**src/rtl/ddr3_read_capture_ctrl.sv**
```systemverilog
// Read-capture control for one ddr3_ring_buffer8: times the listen pulse after CAS latency,
// drains the eight captured beats into a 128-bit word and offers it over valid/ready.
module ddr3_read_capture_ctrl #(
    parameter int CL_CYCLES     = 5,
    parameter int SETTLE_CYCLES = 4,
    parameter int TAG_W         = 4
) (
    input  logic              clk,
    input  logic              reset,
    input  logic              rd_issue,
    input  logic [TAG_W-1:0]  rd_tag,
    output logic              rd_busy,
    output logic              rd_overrun,
    output logic              listen,
    output logic [2:0]        readPtr,
    input  logic [15:0]       din,
    output logic [127:0]      data_out,
    output logic [TAG_W-1:0]  data_tag,
    output logic              data_valid,
    input  logic              data_ready
);

    typedef enum logic [2:0] {
        IDLE,
        WAIT_CL,
        LISTEN,
        SETTLE,
        DRAIN,
        OUTPUT
    } state_t;

    // WAIT_CL lasts CL_CYCLES-1 cycles so LISTEN lands exactly CL_CYCLES after the issue cycle.
    localparam logic [4:0] CL_LOAD     = 5'((CL_CYCLES > 1) ? (CL_CYCLES - 2) : 0);
    localparam logic [4:0] SETTLE_LOAD = 5'(SETTLE_CYCLES - 1);

    state_t             state_reg, state_next;
    logic [4:0]         cnt_reg, cnt_next;
    logic [2:0]         ptr_reg, ptr_next;
    logic [TAG_W-1:0]   tag_reg, tag_next;
    logic               listen_reg;
    logic               busy_reg;
    logic               overrun_reg;
    logic               valid_reg;

    always_comb begin
        state_next = state_reg;
        cnt_next   = cnt_reg;
        ptr_next   = ptr_reg;
        tag_next   = tag_reg;
        case (state_reg)
            IDLE: begin
                if (rd_issue) begin
                    tag_next   = rd_tag;
                    cnt_next   = CL_LOAD;
                    state_next = (CL_CYCLES > 1) ? WAIT_CL : LISTEN;
                end
            end
            WAIT_CL: begin
                if (cnt_reg == 5'd0) begin
                    state_next = LISTEN;
                end else begin
                    cnt_next = cnt_reg - 5'd1;
                end
            end
            LISTEN: begin
                cnt_next   = SETTLE_LOAD;
                state_next = SETTLE;
            end
            SETTLE: begin
                if (cnt_reg == 5'd0) begin
                    state_next = DRAIN;
                end else begin
                    cnt_next = cnt_reg - 5'd1;
                end
            end
            DRAIN: begin
                // readPtr doubles as the beat counter; it parks at 0 outside DRAIN.
                if (ptr_reg == 3'd7) begin
                    ptr_next   = 3'd0;
                    state_next = OUTPUT;
                end else begin
                    ptr_next = ptr_reg + 3'd1;
                end
            end
            OUTPUT: begin
                if (data_ready) begin
                    state_next = IDLE;
                end
            end
            default: begin
                state_next = IDLE;
                ptr_next   = 3'd0;
            end
        endcase
    end

    always_ff @(posedge clk) begin
        if (reset) begin
            state_reg   <= IDLE;
            cnt_reg     <= 5'd0;
            ptr_reg     <= 3'd0;
            tag_reg     <= '0;
            listen_reg  <= 1'b0;
            busy_reg    <= 1'b0;
            overrun_reg <= 1'b0;
            valid_reg   <= 1'b0;
        end else begin
            state_reg   <= state_next;
            cnt_reg     <= cnt_next;
            ptr_reg     <= ptr_next;
            tag_reg     <= tag_next;
            listen_reg  <= (state_next == LISTEN);
            busy_reg    <= (state_next != IDLE);
            overrun_reg <= rd_issue && (state_reg != IDLE);
            valid_reg   <= (state_next == OUTPUT);
        end
    end

    generate
        for (genvar gi = 0; gi < 8; gi++) begin : g_beat
            logic [15:0] beat_reg;

            always_ff @(posedge clk) begin
                if (reset) begin
                    beat_reg <= 16'd0;
                end else if (state_reg == DRAIN && ptr_reg == 3'(gi)) begin
                    beat_reg <= din;
                end
            end

            assign data_out[gi*16 +: 16] = beat_reg;
        end
    endgenerate

    assign rd_busy    = busy_reg;
    assign rd_overrun = overrun_reg;
    assign listen     = listen_reg;
    assign readPtr    = ptr_reg;
    assign data_tag   = tag_reg;
    assign data_valid = valid_reg;

endmodule
```
**config.mk**
```make
export PLATFORM = sky130hd
export DESIGN_NAME = ddr3_read_capture_ctrl
export DESIGN_NICKNAME = d
export VERILOG_FILES = /design/src/rtl/ddr3_read_capture_ctrl.sv
export SDC_FILE = /design/constraint.sdc
export NUM_CORES = 1
export LEC_CHECK = 0
export CAP_MARGIN = 10
export CORE_AREA = 2 2 129 131
export DETAILED_ROUTE_END_ITERATION = 8
export DIE_AREA = 0 0 131 133
export GPL_TIMING_DRIVEN = 1
export SYNTH_ARGS = -nofsm -noshare
export SYNTH_HDL_FRONTEND = slang
export SYNTH_SLANG_ARGS = --single-unit
```
**constraint.sdc**
```tcl
create_clock -name clk -period 3 [get_ports clk]
set_input_delay 0.45 -clock clk [delete_from_list [all_inputs] [get_ports clk]]
set_output_delay 0.45 -clock clk [all_outputs]
set_load 0.05 [all_outputs]
```
==> impl_metrics.py <==
metrics = {
    "clocking": {
        "clk-insertion-delay-late_ns": 0.42,
        "post_cts_resized": 0,
        "cts-buffers-inserted": 17,
        "tritoncts": "built",
        "clock-sinks": 147,
        "ctsLongestPathBuffers": 2,
        "post_cts.repair.setup_buffers": 0,
        "cts-hold-fix-buffers": 0,
        "clk_pin_slew_worst_paths_ns": 0.06,
        "cts.htree.levels": 4,
        "cts_root_buf": "clkbuf_16",
    },
    "synth": {
        "main_flop_type_after_synthesis": "dfxtp_1",
        "flip_flop_and_latch_count_after_synthesis": 147,
        "syn_nets": 721,
        "synth_cells": 689,
        "synth_sequential_area_ratio_pct": 53.6,
        "synth-async-reset-ratio_pct": 0,
        "yosys_warnings": 0,
        "synth_unique_cells": 40,
        "netlist_area_um2": 5490,
        "post_synth.cell_area_avg_um2": 7.96,
        "synth-edff-count": 0,
    },
    "worst_setup_path": {
        "crit_family": "simple AND/OR/NAND/NOR gates",
        "critical_path_buf_inv_count": 0,
        "cp.arrival_ns": 2.61,
        "cpMaxStageDelayCell": "nor3b_2",
        "critical_path.max_stage_delay_ns": 0.64,
        "worst_r2r_startpoint": "state_reg[2]",
        "critPathMaxFanout": 16,
        "cp-startpoint": "state_reg[2]",
        "start_kind": "flip-flop",
        "setup_crit_path_kind": "reg -> reg",
        "crit_path_end_kind": "flip-flop",
        "critical_path_required_ns": 3.30,
        "path_cells": "nor3b_2, nand3_1, nand2_1, a21oi_1",
    },
    "cells_and_area": {
        "layout.cells.non_filler": 1043,
        "final_area_um2": 7720,
        "area_growth_syn_to_layout_pct": 40.7,
        "finish.net_count": 843,
        "filler_cell_count": 1573,
        "final_core_utilization_pct": 47.7,
        "antenna_cells": 0,
        "drive_above_1_share_pct": 4.50,
        "largest_reg_flops": 128,
    },
    "grt": {
        "grt_first_pass_wirelength_mm": 25.5,
        "antenna_found_initial": 0,
        "grt_start_max_net_pins": 67,
        "globalRouteOverflowTotal": 0,
        "gr-usage-all-layers_pct": 19.6,
        "grt_pass1_vias": 4431,
    },
    "power": {
        "powerDensity_nw_per_um2": 597,
        "max_ir_drop_vdd_mv": 0.345,
        "p_leak_nw": 2.54,
    },
    "detailed_routing": {
        "routed_via_density": 4.66,
        "detailedRoute.firstIterationViolations": 316,
        "drtAntennaViolNets": 0,
        "route.final.wire_length_mm": 16.9,
        "post_drt_wl_per_cell_um": 16.2,
        "route.vias.total": 4861,
        "drc_errors": 0,
        "drt_pass1_iterations": 4,
    },
    "placement": {
        "io_buffer_count": 162,
        "dp_hpwl_mm": 11.0,
        "dp_cells": 1012,
        "gp_congestion": 0.755,
        "placement.cell_area_um2": 7130,
    },
    "sta": {
        "fin_hold_ws_ns": 0.452,
        "fmax_mhz": 434,
        "timing.final.hold_violations": 0,
        "finalCriticalPeriod_ns": 2.31,
        "unrepaired_setup_endpoints_after_global_routing": "false",
        "setup_tns_ns": 0,
        "worstMarginPinSlew_ns": 0.736,
        "final.period_utilization_pct": 76.9,
        "timing.final.setup_violations": 0,
        "timing.final.max_slew_violations": 0,
        "finalClockSkew_ns": 0.00912,
        "max_slew_margin_pct": 51.0,
    },
    "job": {
        "max_capacitance_violation_total": 0,
    },
    "outcome": {
        "run_status": "complete, no violations",
    },
    "floorplan": {
        "ios": 163,
        "floorplan.die.width_um": 131,
        "full_die_area_um2": 17400,
        "coreArea_um2": 16200,
        "effective_utilization_at_floorplan_pct": 33.9,
        "total_number_of_placement_rows": 47,
        "die_h_um": 133,
    },
    "hold_path": {
        "hold_path.startpoint": "g_beat[1].beat_reg[5]",
        "hold_class": "reg -> reg",
    },
}
[path summary, 6_finish.rpt]
kind	to	slack [ns]	cells past startpoint
max reg2reg	g_beat[6].beat_reg[10]	0.69	4
min reg2reg	g_beat[1].beat_reg[5]	0.45	2
min	g_beat[1].beat_reg[5]	0.45	2
max	g_beat[6].beat_reg[10]	0.69	4
[cell usage after synthesis, types with 2 or more instances]
cell,n,share of area (%)
a211oi_1,2,0.27
a21boi_0,2,0.27
a21oi_1,132,12
a22oi_1,2,0.27
a31oi_1,2,0.23
and2_1,6,0.68
and3_1,3,0.34
buf_2,25,2.3
buf_4,6,0.82
clkbuf_1,31,2.1
dfxtp_1,147,54
ha_1,8,1.8
inv_1,6,0.41
mux2i_1,4,0.73
nand2_1,264,18
nand2b_1,3,0.34
nand3_1,3,0.27
nor2_1,14,0.96
nor2b_1,2,0.23
nor3_1,4,0.36
nor3b_1,2,0.27
nor4b_2,2,0.55
or4_1,2,0.27
[report_power, final]
group	internal [W]	leakage, nW	switching [W]	total, W
registers	0.00199	1.19	0.0000553	0.00205
logic	0.000156	1.07	0.000259	0.000415
clock network	0.00131	0.281	0.000831	0.00214
[layout make-up]
| cell class | count | area [um2] | area share, % |
|---|---|---|---|
| Sequential cell | 147 | 2940 | 38.1 |
| Timing Repair Buffer | 165 | 1650 | 21.4 |
| Clock inverter | 11 | 154 | 1.99 |
| Inverter | 6 | 22.5 | 0.292 |
| Tap cell | 220 | 275 | 3.57 |
| Clock buffer | 20 | 437 | 5.66 |
| Multi-Input combinational cell | 474 | 2230 | 28.9 |
[layout by cell type, fill, tap and decap left out, drive strengths merged]
master and n:
nand2 264, clkdlybuf4s50 161, dfxtp 147, a21oi 132, clkbuf 20, nor2 14, ha 8, inv 8
and2 6, nor3 4, mux2i 4, clkinv 4, buf 4, nor4b 4, and3 3, nand3 3
nand2b 3, bufinv 3, nor3b 3, nor2b 2, a31oi 2, a211oi 2, a21boi 2, a22oi 2
or4 2, clkinvlp 2, or2 2, xnor2 1, o31a 1, a211o 1, or3 1, o211ai 1
o31ai 1, o21a 1, a311oi 1, o21ai 1, nand4b 1, o22ai 1, o21bai 1
[per-stage QoR]
stage	setup WS (ns)	total power, W
4_1_cts	0.640	0.00466
6_report	0.694	0.00461
5_1_grt	0.419	0.00478
3_5_place_dp	0.626	0.00251
2_1_floorplan	1.11	0.00237
3_3_place_gp	0.711	0.00251
[cells by family after synthesis]
| kind of cell | Yosys count | synth area share, % |
|---|---|---|
| adders and majority gates | 8 | 1.82 |
| muxes | 4 | 0.730 |
| xor gates and xnor gates | 1 | 0.160 |
| and+or+nand+nor | 312 | 23.7 |
| buffers and inverters | 68 | 5.63 |
| AOI/OAI and AO/OA | 149 | 14.3 |
| DFF | 147 | 53.6 |
[tightest hold or removal path, stage by stage, from the launching register on]
cell and delay (ns):
dfxtp_1 0.30, nand2_1 0.05, a21oi_1 0.05
[routing by layer]
layer / vias to the layer above / GRT usage (%) / part of all wire [%]
li1: 2471 / - / -
met1: 2235 / 25.0 / 43
met2: 145 / 32.0 / 49
met3: 10 / 6.11 / 6.6
met4: 0 / 5.50 / 0.79
met5: - / 0 / 0
Power figures use the tool's default switching activity.
